===== src/rtl/adc_sample_averager.sv =====
// adc_sample_averager: block-averages ADC conversions onto a valid/ready port.
// Optional block min/max outputs are enabled by defining ADC_AVG_MINMAX_EN.
module adc_sample_averager #(
  parameter int DATA_W = 10,
  parameter int LOG2_N = 3
) (
  input  logic              clk,
  input  logic              rst_n,
  input  logic              in_done,
  input  logic [DATA_W-1:0] in_data,
  input  logic              clear,
  output logic              out_valid,
  input  logic              out_ready,
  output logic [DATA_W-1:0] out_avg,
`ifdef ADC_AVG_MINMAX_EN
  output logic [DATA_W-1:0] out_min,
  output logic [DATA_W-1:0] out_max,
`endif
  output logic              overrun
);

  localparam int ACC_W = DATA_W + LOG2_N;
  localparam int CNT_W = (LOG2_N > 0) ? LOG2_N : 1;
  localparam int N     = 1 << LOG2_N;
  localparam logic [CNT_W-1:0] CNT_LAST = CNT_W'(N - 1);

  typedef enum logic {
    S_EMPTY = 1'b0,
    S_FULL  = 1'b1
  } state_t;

  state_t            r_state;
  logic              r_done_q;
  logic [ACC_W-1:0]  r_acc;
  logic [CNT_W-1:0]  r_cnt;
  logic              r_valid;
  logic [DATA_W-1:0] r_avg;
  logic              r_overrun;

  logic              w_take;
  logic              w_last;
  logic              w_xfer;
  logic [ACC_W-1:0]  w_sum;
  logic [DATA_W-1:0] w_avg;

`ifdef ADC_AVG_MINMAX_EN
  logic [DATA_W-1:0] r_min;
  logic [DATA_W-1:0] r_max;
  logic [DATA_W-1:0] r_omin;
  logic [DATA_W-1:0] r_omax;
  logic [DATA_W-1:0] w_bmin;
  logic [DATA_W-1:0] w_bmax;
  logic              w_first;
`endif

  // Sample strobe, block-end detect and the truncated block average.
  always_comb begin
    w_take = in_done && !r_done_q && !clear;
    w_last = w_take && (r_cnt == CNT_LAST);
    w_xfer = r_valid && out_ready;
    w_sum  = r_acc + ACC_W'(in_data);
    w_avg  = DATA_W'(w_sum >> LOG2_N);
  end

`ifdef ADC_AVG_MINMAX_EN
  // Running extremes including the sample being taken this cycle.
  always_comb begin
    w_first = (r_cnt == '0);
    w_bmin  = r_min;
    w_bmax  = r_max;
    if (w_first || (in_data < r_min)) begin
      w_bmin = in_data;
    end
    if (w_first || (in_data > r_max)) begin
      w_bmax = in_data;
    end
  end
`endif

  // Rising-edge history of in_done; keeps updating during clear.
  always_ff @(posedge clk or negedge rst_n) begin
    if (!rst_n) begin
      r_done_q <= 1'b0;
    end else begin
      r_done_q <= in_done;
    end
  end

  // Block accumulator and sample counter; a block end restarts both.
  always_ff @(posedge clk or negedge rst_n) begin
    if (!rst_n) begin
      r_acc <= '0;
      r_cnt <= '0;
    end else if (clear) begin
      r_acc <= '0;
      r_cnt <= '0;
    end else if (w_last) begin
      r_acc <= '0;
      r_cnt <= '0;
    end else if (w_take) begin
      r_acc <= w_sum;
      r_cnt <= r_cnt + CNT_W'(1);
    end
  end

`ifdef ADC_AVG_MINMAX_EN
  // Running min/max; the first sample of each block reseeds them.
  always_ff @(posedge clk or negedge rst_n) begin
    if (!rst_n) begin
      r_min <= '0;
      r_max <= '0;
    end else if (clear) begin
      r_min <= '0;
      r_max <= '0;
    end else if (w_take) begin
      r_min <= w_bmin;
      r_max <= w_bmax;
    end
  end
`endif

  // Output holding register: EMPTY/FULL with sticky overrun on a drop.
  always_ff @(posedge clk or negedge rst_n) begin
    if (!rst_n) begin
      r_state   <= S_EMPTY;
      r_valid   <= 1'b0;
      r_avg     <= '0;
      r_overrun <= 1'b0;
`ifdef ADC_AVG_MINMAX_EN
      r_omin    <= '0;
      r_omax    <= '0;
`endif
    end else if (clear) begin
      r_state   <= S_EMPTY;
      r_valid   <= 1'b0;
      r_avg     <= '0;
      r_overrun <= 1'b0;
`ifdef ADC_AVG_MINMAX_EN
      r_omin    <= '0;
      r_omax    <= '0;
`endif
    end else begin
      unique case (r_state)
        S_EMPTY: begin
          if (w_last) begin
            r_state <= S_FULL;
            r_valid <= 1'b1;
            r_avg   <= w_avg;
`ifdef ADC_AVG_MINMAX_EN
            r_omin  <= w_bmin;
            r_omax  <= w_bmax;
`endif
          end
        end
        S_FULL: begin
          if (w_last && w_xfer) begin
            r_avg   <= w_avg;
`ifdef ADC_AVG_MINMAX_EN
            r_omin  <= w_bmin;
            r_omax  <= w_bmax;
`endif
          end else if (w_last) begin
            r_overrun <= 1'b1;
          end else if (w_xfer) begin
            r_state <= S_EMPTY;
            r_valid <= 1'b0;
          end
        end
        default: begin
          r_state <= S_EMPTY;
          r_valid <= 1'b0;
        end
      endcase
    end
  end

  assign out_valid = r_valid;
  assign out_avg   = r_avg;
  assign overrun   = r_overrun;
`ifdef ADC_AVG_MINMAX_EN
  assign out_min   = r_omin;
  assign out_max   = r_omax;
`endif

endmodule


===== config.mk =====
export PLATFORM = sky130hd
export DESIGN_NAME = adc_sample_averager
export DESIGN_NICKNAME = d
export VERILOG_FILES = /design/src/rtl/adc_sample_averager.sv
export SDC_FILE = /design/constraint.sdc
export NUM_CORES = 1
export LEC_CHECK = 0
export CAP_MARGIN = 30
export CORE_AREA = 3 3 73 75
export CTS_BUF_LIST = sky130_fd_sc_hd__clkbuf_8 sky130_fd_sc_hd__clkbuf_16
export DETAILED_ROUTE_END_ITERATION = 10
export DIE_AREA = 0 0 76 78
export HOLD_SLACK_MARGIN = 0.05
export PLACE_DENSITY = 0.69
export SETUP_SLACK_MARGIN = 0.2
export SYNTH_ARGS = -nofsm -noshare
export SYNTH_HDL_FRONTEND = slang
export SYNTH_SLANG_ARGS = --single-unit

===== constraint.sdc =====
create_clock -name clk -period 5.52 [get_ports clk]
set_clock_uncertainty 0.05 [all_clocks]
set_input_delay 1.38 -clock clk [delete_from_list [all_inputs] [get_ports clk]]
set_output_delay 1.38 -clock clk [all_outputs]
set_load 0.01 [all_outputs]

Word-level counts from Yosys, hierarchy flattened
Cells that the tools add are included.
{"block": "totals", "register_bits": 30, "word_cells": 55}
{"block": "op_classes", "n_reduce_logical": 13, "mux": 25, "n_bitwise": 1, "addsub": 2, "n_eq_ne": 7}
{"op": "$mux 13", "n": 3}
{"op": "$mux 10", "n": 3}
{"op": "$pmux 10 s2", "n": 1}
{"op": "$add 13x10->13", "n": 1}
{"op": "$mux 1", "n": 13}
{"op": "$mux 3", "n": 3}
{"op": "$ne 3x3->1 const B", "n": 3}
{"op": "$ne 3x2->1 const B", "n": 2}
{"op": "$logic_and 1x1->1", "n": 5}
{"op": "$pmux 1 s2", "n": 2}
{"op": "$reduce_and 4->1", "n": 1}
{"op": "$reduce_bool 2->1", "n": 2}
{"op": "$add 3x1->3 const B", "n": 1}
{"op": "$eq 3x3->1 const B", "n": 1}
{"op": "$reduce_and 3->1", "n": 1}
{"op": "$reduce_bool 3->1", "n": 1}
{"op": "$logic_not 1->1", "n": 2}
{"op": "$ne 2x2->1 const B", "n": 1}
{"op": "$reduce_and 2->1", "n": 1}
{"op": "$not 1->1", "n": 1}

Depth between registers and ports, before layout
{"block": "depth", "ltp_word": 8, "ltp_mapped": 9}

Worst setup path before layout
OpenSTA, ideal clock, no wires.
{"block": "synth_path", "kind": "in2reg", "start": "input port in_data[3]", "end": "register r_acc[9]", "t_required_ns": 5.348, "t_arrival_ns": 2.831, "n_path_buf": 0, "cell_stages": 6, "setup_slack_ns": 2.518, "path_cell_list": "ha_1 -> and2_4 -> a221oi_2 -> a211oi_1 -> or3_1 -> a32o_1"}
{"block": "synth_via", "elab_chain_cells": 4}
{"item": "start, declared", "line": "10", "text": "input logic [DATA_W-1:0] in_data,"}
{"item": "$add 13x10->13", "line": "61", "text": "w_sum = r_acc + ACC_W'(in_data);"}
{"item": "$mux 13", "line": "100", "text": "end else if (w_take) begin"}
{"item": "$mux 13", "line": "97", "text": "end else if (w_last) begin"}
{"item": "$mux 13", "line": "94", "text": "end else if (clear) begin"}
{"item": "end signal, assigned", "line": "101", "text": "r_acc <= w_sum;"}
{"item": "end, declared", "line": "34", "text": "logic [ACC_W-1:0] r_acc;"}
No other way between the ends. The select of a mux whose other input is x is not followed.
A chain may end at the register's enable or synchronous reset.

Worst setup path in the final report
{"block": "layout_path", "start": "input port in_data[0]", "end": "register r_acc[8]"}
The elaborated chain is that of the path after synthesis.

==> out/results.tsv <==
metric	value	unit
status	completed	
Vias	1605	
critical path required time	5.64	ns
Sinks on Clock Net	30	
most common cell after layout, fill and taps aside	dfrtp_1	
# hold bufs at CTS	0	
# rows	25	
Slew Viols, Final	0	
IO Pins	27	
Tmin final	3.28	ns
Layout Cells excl Fill	293	
most frequent cells in the layout	dfrtp_1, clkdlybuf4s50_1, a21oi_1, nand2_1, o21ai_0	
DRT iter0 DRCs	125	
CTS buffer count	5	
number of synthesized flops with an enable pin	0	
CTS resizes	0	
post-route antenna net violation count	0	
CTS H-Tree Depth	2	
Initial Util	0.393	
Util after Layout	0.483	
GRT Overall Usage	0.160	
die height	78	um
Die Area	0.00593	mm2
GPL Wtd Cong	0.819	
vias per inst	5.48	
worst ir drop on vdd	99.3	uV
grt ovf	0	
Slew headroom	0.441	
Final Hold Viols	0	
RSZ-0062 raised after global routing	false	
core area	0.00472	mm2
drt pass-1 iters	4	
initial antenna violation count	0	
Routed WL per cell	14.5	um
CP endpoint kind	register	
final net count	253	
CP Class	input pin to register	
asr flop ratio synth	1.00	
PwrDens	223	mW/mm2
Netlist cell types	44	
postcts setup bufs	0	
number of global-route vias before repair	1616	
buffers added on ports	26	
Min Hold Slack	0.445	ns
leak pwr	0.000997	uW
share of layout cells above drive strength 1	0.0664	
Hold Crit Class	register to register	
Slew @ Worst Pin	0.835	ns
Design Area, Final	0.00228	mm2
setup violators final	0	
Detail Placement HPWL	3030	um
area grow syn2layout	22.8	%
wire length of the first global-routing pass	7600	um
Mapped Cells	198	
CTS clk-pin slew, worst paths	0.06	ns
setup TNS	0	ns
antenna cells	0	
DRC	0	
DP Cell Count	285	
CP arrival	3.40	ns
deepest clock path buffer count	2	
Startpoint Class	input pin	
Routed WL	4240	um
Ys Warns	0	
Main synth FF type	dfrtp_1	
Clock Latency Late Sink	0.28	ns
fin crit share	0.594	
Synth Net Count	226	
Max Freq	305	MHz
cell area after placement	0.00219	mm2
Worst Path Max Fanout	4	
Syn Area/Cell	9.38	um2
CTS tree	done	
Max Cap Violations	0	
largest net degree at the start of global routing	31	
Seq/Total Area, Yosys	0.404	
CTS root buffer	clkbuf_8	
Synth Cell Area	0.00186	mm2
FF+latch count, synth	30	
Die Wd	76	um
==> registers in the layout (all words and copies together) (netlist names) <==
name       cells
out_avg       10
out_valid      1
overrun        1
r_acc         13
r_cnt          3
r_done_q       1
r_state        1
==> worst paths after layout <==
check,slack [ns],to,cells after the start,start
worst max register to register,3.28,out_avg[5],6,r_cnt[0]
max in group asynchronous,3.70,out_avg[2],2,rst_n
min in group asynchronous,1.44,r_acc[9],2,rst_n
worst min register to register,0.45,r_acc[9],1,r_acc[9]
worst max-delay path,2.24,r_acc[8],9,in_data[0]
worst min-delay path,0.45,r_acc[9],1,r_acc[9]
==> critical path, cell delays in order <==
cell and delay, ns:
clkdlybuf4s50_1 0.46, ha_1 0.16, inv_1 0.05, fa_1 0.39, nor2b_1 0.23, o31ai_1 0.11, a21oi_1 0.24, o21ai_0 0.11
a32o_1 0.26
==> cell type report <==
type,count,area (um2)
fillers,471,2440
multi-input cells,151,1040
flip-flops and latches,30,751
repair buffers,30,290
well taps,67,83.8
clock buffers,6,82.6
inverters,7,26.3
clock inverters,2,8.76
==> synthesized netlist by cell type (all sizes together), types with 2 or more instances <==
master / n / area [um2]
o21bai: 2 / 15.0
and4: 2 / 17.5
o311ai: 2 / 17.5
o21ai: 17 / 88.8
nor3: 6 / 30.0
nand3: 7 / 35.0
a211oi: 3 / 22.5
o21a: 2 / 15.0
inv: 7 / 26.3
nor2: 9 / 33.8
nand2: 15 / 56.3
buf: 4 / 20.0
a21o: 4 / 30.0
a21oi: 15 / 75.1
xor2: 2 / 17.5
a311oi: 2 / 17.5
and3: 2 / 12.5
nand3b: 7 / 52.6
nor2b: 2 / 12.5
clkbuf: 6 / 22.5
ha: 12 / 150
or3: 8 / 50.1
a31oi: 4 / 25.0
dfrtp: 30 / 751
a211o: 2 / 17.5
a221oi: 2 / 23.8
nand2b: 2 / 12.5
a22o: 3 / 26.3
a21boi: 2 / 15.0
a32o: 6 / 60.1
==> through the flow <==
step	total power [uW]	setup slack (ns)
after floorplan	302	2.52
after global placement	331	1.98
after detailed placement	333	1.95
after CTS	515	2.24
after global routing	540	2.06
final	509	2.24
==> metal layers <==
layer	share of wire	track usage	up-vias
met3	0.046	0.0476	5
met2	0.45	0.256	30
li1	-	-	800
met5	0	0	-
met4	0.014	0.0543	0
met1	0.49	0.207	770
==> logic make-up (layout without fill, tap and decap cells) <==
| kind of cell | after synthesis | in the layout | share of synthesized area |
|---|---|---|---|
| adders and majority gates | 13 | 13 | 0.0916 |
| buffers and inverters | 17 | 45 | 0.0371 |
| muxes | 1 | 1 | 0.00539 |
| DFF | 30 | 30 | 0.404 |
| xor gates and xnor gates | 3 | 3 | 0.0142 |
| and+or+nand+nor | 63 | 63 | 0.181 |
| AOI/OAI and AO/OA | 71 | 71 | 0.266 |
==> report_power, final <==
| group | internal (uW) | switching (uW) | leakage (uW) |
|---|---|---|---|
| sequential | 229 | 9.31 | 0.000411 |
| combinational | 41.7 | 49.0 | 0.000533 |
| clock | 98.5 | 81.2 | 0.0000524 |
No activity file was read; power rests on OpenSTA's default activity.
